File: src/rtl/crc5_check.sv
// crc5_check: receive-side USB token CRC5 checker (x^5+x^2+1, all-ones seed).
// Shifts in the 11-bit token field followed by its 5 transmitted CRC bits,
// one bit per strobe. After the last bit the register is compared with the
// USB residual. The pass/fail verdict and the captured field are held until
// the consumer acknowledges.
module crc5_check #(
  parameter int         DATA_W   = 11,
  parameter logic [4:0] SEED     = 5'b11111,
  parameter logic [4:0] RESIDUAL = 5'b01100
) (
  input  logic              clk,
  input  logic              rst_n,
  input  logic              chk_start,
  input  logic              s_in,
  input  logic              bit_valid,
  input  logic              abort,
  input  logic              chk_ack,
  output logic              chk_busy,
  output logic              chk_done,
  output logic              crc_ok,
  output logic              crc_err,
  output logic [DATA_W-1:0] field_out
);

  typedef enum logic [1:0] {
    IDLE  = 2'd0,
    SHIFT = 2'd1,
    DONE  = 2'd2
  } state_t;

  // Counter value of the first CRC bit, and of the final bit of the packet.
  localparam logic [4:0] FIELD_CNT = 5'(DATA_W);
  localparam logic [4:0] LAST_CNT  = 5'(DATA_W + 4);

  state_t              state_q, state_d;
  logic [4:0]          crc_q, crc_d, crc_upd;
  logic [4:0]          cnt_q, cnt_d;
  logic [DATA_W-1:0]   field_q, field_d;
  logic                ok_q, ok_d;
  logic                err_q, err_d;
  logic                fb;

  // One LFSR step of the CRC register for the bit currently on s_in.
  always_comb begin
    fb      = crc_q[4] ^ s_in;
    crc_upd = {crc_q[3], crc_q[2], crc_q[1] ^ fb, crc_q[0], fb};
  end

  // Next-state logic. abort overrides everything except reset.
  always_comb begin
    state_d = state_q;
    crc_d   = crc_q;
    cnt_d   = cnt_q;
    field_d = field_q;
    ok_d    = ok_q;
    err_d   = err_q;

    if (abort) begin
      // Drop the packet without a verdict. The partial field is left visible.
      state_d = IDLE;
      ok_d    = 1'b0;
      err_d   = 1'b0;
    end else begin
      unique case (state_q)
        IDLE: begin
          if (chk_start) begin
            crc_d   = SEED;
            cnt_d   = '0;
            field_d = '0;
            state_d = SHIFT;
          end
        end
        SHIFT: begin
          if (bit_valid) begin
            crc_d = crc_upd;
            cnt_d = cnt_q + 5'd1;
            if (cnt_q < FIELD_CNT) begin
              for (int i = 0; i < DATA_W; i++) begin
                if (cnt_q == 5'(i)) field_d[i] = s_in;
              end
            end
            if (cnt_q == LAST_CNT) begin
              // The verdict uses the register value that includes this final bit.
              ok_d    = (crc_upd == RESIDUAL);
              err_d   = (crc_upd != RESIDUAL);
              state_d = DONE;
            end
          end
        end
        DONE: begin
          // A chk_start arriving together with chk_ack is ignored. The
          // consumer must re-assert it once the checker is back in IDLE.
          if (chk_ack) begin
            ok_d    = 1'b0;
            err_d   = 1'b0;
            cnt_d   = '0;
            state_d = IDLE;
          end
        end
        default: state_d = IDLE;
      endcase
    end
  end

  // State and datapath registers with asynchronous active-low reset.
  always_ff @(posedge clk or negedge rst_n) begin
    if (!rst_n) begin
      state_q <= IDLE;
      crc_q   <= SEED;
      cnt_q   <= '0;
      field_q <= '0;
      ok_q    <= 1'b0;
      err_q   <= 1'b0;
    end else begin
      state_q <= state_d;
      crc_q   <= crc_d;
      cnt_q   <= cnt_d;
      field_q <= field_d;
      ok_q    <= ok_d;
      err_q   <= err_d;
    end
  end

  assign chk_busy  = (state_q == SHIFT);
  assign chk_done  = (state_q == DONE);
  assign crc_ok    = ok_q;
  assign crc_err   = err_q;
  assign field_out = field_q;

endmodule

File: config.mk
export PLATFORM = sky130hd
export DESIGN_NAME = crc5_check
export DESIGN_NICKNAME = d
export VERILOG_FILES = /design/src/rtl/crc5_check.sv
export SDC_FILE = /design/constraint.sdc
export NUM_CORES = 1
export LEC_CHECK = 0
export ABC_AREA = 1
export BUFFER_PORTS_ARGS = -buffer_cell sky130_fd_sc_hd__buf_2
export CAP_MARGIN = 30
export CORE_MARGIN = 5
export CORE_UTILIZATION = 30
export DETAILED_ROUTE_END_ITERATION = 16
export SETUP_SLACK_MARGIN = 0.05
export SYNTH_ARGS = -nofsm -noshare
export SYNTH_HDL_FRONTEND = slang
export SYNTH_SLANG_ARGS = --single-unit
File: constraint.sdc
create_clock -name clk -period 2.71 [get_ports clk]
set_input_delay 0.4065 -clock clk [delete_from_list [all_inputs] [get_ports clk]]
set_output_delay 0.4065 -clock clk [all_outputs]
set_load 0.01 [all_outputs]
Word level (Yosys, flattened, before mapping)
Cells that the tools add are included.
{ "word_totals": {"regBits": 25} }
{ "op_classes": {"n_addsub": 1, "order_cmp": 1, "n_eq_ne": 34, "muxes": 37, "n_bitwise": 3, "n_reduce_logical": 20} }
{ "ops": {"columns": ["op", "count"], "rows": [
  ["$reduce_and A6 Y1", 11],
  ["$mux W11", 3],
  ["$eq A5 B4 Y1 const B", 5],
  ["$mux W5", 5],
  ["$ne A2 B1 Y1 const B", 12],
  ["$pmux W11 S2", 1],
  ["$eq A5 B3 Y1 const B", 4],
  ["$mux W1", 18],
  ["$pmux W5 S3", 1],
  ["$reduce_and A4 Y1", 3],
  ["$eq A5 B2 Y1 const B", 2],
  ["$mux W2", 5],
  ["$pmux W5 S2", 1],
  ["$ne A3 B3 Y1 const B", 3],
  ["$ne A2 B2 Y1 const B", 3],
  ["$pmux W2 S3", 1],
  ["$reduce_bool A3 Y1", 2],
  ["$add A5 B1 Y5 const B", 1],
  ["$eq A5 B1 Y1 const B", 1],
  ["$logic_not A5 Y1", 1],
  ["$lt A5 B4 Y1 const B", 1],
  ["$ne A5 B4 Y1 const B", 1],
  ["$reduce_and A5 Y1", 1],
  ["$pmux W1 S2", 2],
  ["other kinds (7)", 8]
]} }

Logic depth before layout (Yosys ltp)
{ "logic_depth": {"ltp_word": 7, "mapped_depth": 11} }

Worst setup path before layout
Ideal clock, no wire load.
{ "synth_path": {"path_type": "register to register", "startpoint": "register cnt_q[0]", "endpoint": "register state_q[0]", "arrival_time_ns": 1.238, "t_required_ns": 2.581, "path_slack_ns": 1.344, "path_stages_with_launch": 11, "n_path_buf": 0, "period_less_slack_ns": 1.366, "path_cell_list": "dfrtp_1 ha_1 nand2_1 nor2_1 ha_1 inv_1 nand3_1 nand2_1 nor2_1 nand2_1 o21ai_0"} }
{ "synth_via": {"elab_chain_len": 3} }
{ "synth_lines": {"columns": ["item", "line_no", "text"], "rows": [
  ["from (decl)", "37", "logic [4:0] cnt_q, cnt_d;"],
  ["from (signal assigned)", "117", "cnt_q <= cnt_d;"],
  ["$eq A5 B4 Y1", "82", "if (cnt_q == LAST_CNT) begin"],
  ["$ne A3 B2 Y1 (no source line)", null, null],
  ["$reduce_and A4 Y1 (no source line)", null, null],
  ["to (signal assigned)", "115", "state_q <= state_d;"],
  ["to (decl)", "35", "state_t state_q, state_d;"]
]} }
Every way passes these cells.
A chain may end at the register's enable or synchronous reset.

Final worst setup path
{ "layout_path": {"startpoint": "register state_q[0]", "endpoint": "output port chk_busy"} }
{ "layout_via": {"elab_chain_len": 1} }
{ "layout_lines": {"columns": ["item", "line_no", "text"], "rows": [
  ["$eq A2 B1 Y1", "124", "assign chk_busy = (state_q == SHIFT);"],
  ["to (decl)", "18", "output logic chk_busy,"]
]} }
Every way passes these cells.

==> impl_metrics.yaml <==
detailed_routing:
  drcViolationCount: 0
  drt-initial-drc-count: 68
  postRouteAntennaNets: 0
  wire_per_inst_um: 11.17
  vias_per_cell: 4.717
  first_pass_iters: 4
  routed_wl_mm: 3.037
  vias: 1283
grt:
  track_usage_pct: 10.98
  grt_pass1_vias: 1237
  grt_pass1_wl_mm: 5.568
  grt_max_degree: 26
  grt_overflow_total: 0
  antenna_found_initial: 0
job:
  drv_cap: 0
yosys:
  synth.top_cell.area_share_pct: 35.00
  synth_compound_area_share_pct: 10.67
  synth_mux_area_share_pct: 0.6999
  yosysTopAreaCell: "dfrtp_1"
  async_flop_share_pct: 100.0
  synth_edf_count: 0
  synthesis.area_um2: 1430
  synth_top_family_by_area: "simple AND/OR/NAND/NOR gates"
  yosys.area_share.adder_pct: 4.374
  netlist_top_cells_count: "65 x nand2_1, 22 x nor2_1, 20 x dfrtp_1, 20 x inv_1, 18 x o21ai_0"
  yosys.area_share.simple_pct: 32.63
  yosysUniqueCellTypes: 21
  yosys-top-cells-area: "dfrtp_1 35%, nand2_1 17%, dfstp_2 9.2%"
  synthCells: 195
  ys_seq_area_share_pct: 44.18
  syn-num-nets: 207
  synthXorXnorAreaFrac_pct: 0.6124
  ys_ff_latch: 25
  yosysWarnings: 0
  yosysMostFrequentCell: "nand2_1"
  syn_area_per_cell_um2: 7.334
  ys.flop_type: "dfrtp_1"
clocking:
  htreeDepth: 1
  clk_path_buf_depth: 2
  cts_root_buffer: "clkbuf_8"
  ctsHoldBuffers: 0
  clock_sinks: 25
  post_cts_resized: 0
  tritoncts: "built"
  cts_buffers: 3
  clkTransAtPathRegs_ns: 0.09
  clk_latency_ns: 0.27
  post-cts-setup-buffers: 0
power:
  p_leak_nw: 0.8720
  powerDensity_nw_per_um2: 856.9
  peakVddDrop_mv: 0.2791
finish:
  antenna_cells: 0
  finalNonFillerCells: 272
  area_growth_syn_to_layout_pct: 13.91
  finish.utilization_pct: 34.95
  num-fill-cells: 505
  drive_gt1_share_pct: 15.14
  finalNetCount: 231
sta:
  finalClockSkew_ns: 0.007987
  hold_violations: 0
  setup_viol: 0
  worstMarginPinSlew_ns: 0.5708
  drv_slew: 0
  tns_ns: 0
  period_share_pct: 63.02
  maxSlewHeadroom_pct: 61.95
  max_freq_mhz: 585.6
  layout_min_cycle_time_ns: 1.708
  rsz0062_at_grt: "false"
setup_path:
  reg2reg_from: "cnt_q[0]"
  crit_type: "flip-flop to output pin"
  path_max_fanout: 16
  reg2reg_depth: 11
  r2r-end: "crc_ok"
  crit_required_ns: 2.30
  cp-start-kind: "flip-flop"
  arrival_ns: 1.30
  crit_path_end_kind: "output pin"
  reg2reg_slack_ns: 1.19
floorplanning:
  die_w_um: 79.05
  dieArea_um2: 6248
  ios: 22
  rows: 25
  initial_utilization_pct: 30.68
  core-area_um2: 4661
  die_h_um: 79.05
placement:
  port_buffers: 21
  place_inst: 268
  gp_congestion: 0.7600
  dp_hpwl_mm: 2.367
worst_hold_path:
  worstHoldPathType: "input port to async pin"
run_status:
  outcome: "finished, final reports clean"
## through the flow
stage | area [µm²] | hold slack [ns] | setup slack (ns) | total power [W]
after floorplan | 1430 | 0.1109 | 1.344 | 0.001016
after global placement | 1584 | 0.4317 | 1.118 | 0.001184
after detailed placement | 1584 | 0.4404 | 1.104 | 0.001193
after CTS | 1629 | 0.1336 | 0.9977 | 0.001427
after global routing | 1629 | 0.1626 | 0.8903 | 0.001555
final | 1629 | 0.1156 | 1.002 | 0.001396
## power by group
group          leakage (nW)  switching (W)  total (W)  internal [W]
Clock                0.0228       0.000120   0.000225      0.000105
Combinational         0.526       0.000393   0.000603      0.000209
Sequential            0.323      0.0000742   0.000569      0.000494
Total                 0.872       0.000587    0.00140      0.000809
## registers in the layout (all words and copies together), names as in the netlist
register / count
crc_err: 1
state_q: 2
cnt_q: 5
crc_q: 5
crc_ok: 1
field_out: 11
## kinds of logic after synthesis
logic type | count (synthesis)
xor gates and xnor gates | 1
muxes | 1
AOI/OAI and AO/OA | 29
and+or+nand+nor | 111
DFF | 25
adders and majority gates | 5
buffers and inverters | 23
## placed cells by master, fill, tap and decap left out
cell type  synthesis  layout
a21oi_1            2       2
a22oi_1            3       3
buf_2              0      21
clkbuf_1           0       1
clkbuf_8           0       3
dfrtp_1           20      20
dfstp_2            5       5
ha_1               5       5
inv_1             20      20
inv_2              1       1
mux2i_1            1       1
nand2_1           65      65
nand2_2            1       1
nand3_1           15      15
nand3b_1           2       2
nand4_1            1       1
nor2_1            22      22
nor2_4             2       2
nor3_1             3       3
o21ai_0           18      18
o21ai_1            6       6
xor2_1             1       1
## routing by layer
metal / track usage (%) / wire length, µm
met3: 1.814 / 122
met2: 18.27 / 1429
met5: 0 / 0
met1: 14.46 / 1441
met4: 3.608 / 43
## critical path: stages (launching register included)
cell	delay (ns)
dfrtp_1	0.43
inv_1	0.13
nor2_4	0.27
buf_2	0.20
## worst max path at each step
stage / startpoint / end / slack [ns] / cells past startpoint
after global placement: abort / field_out[8] / 1.12 / 7
after CTS: state_q[0] / chk_busy / 1.0 / 3
after global routing: state_q[0] / chk_busy / 0.89 / 3
after detailed placement: abort / field_out[9] / 1.10 / 7
final: state_q[0] / chk_busy / 1.00 / 3
after floorplan: cnt_q[0] / state_q[0] / 1.34 / 10
## final cells by class
cell class | count | area [µm²] | share of cell area (%)
sequential | 25 | 631.9 | 38.79
multi-input combinational | 147 | 700.7 | 43.01
tap | 54 | 67.56 | 4.147
clock buffer | 4 | 45.04 | 2.765
timing repair buffer | 21 | 105.1 | 6.452
inverter | 21 | 78.83 | 4.839
No activity file was read; power rests on OpenSTA's default activity.
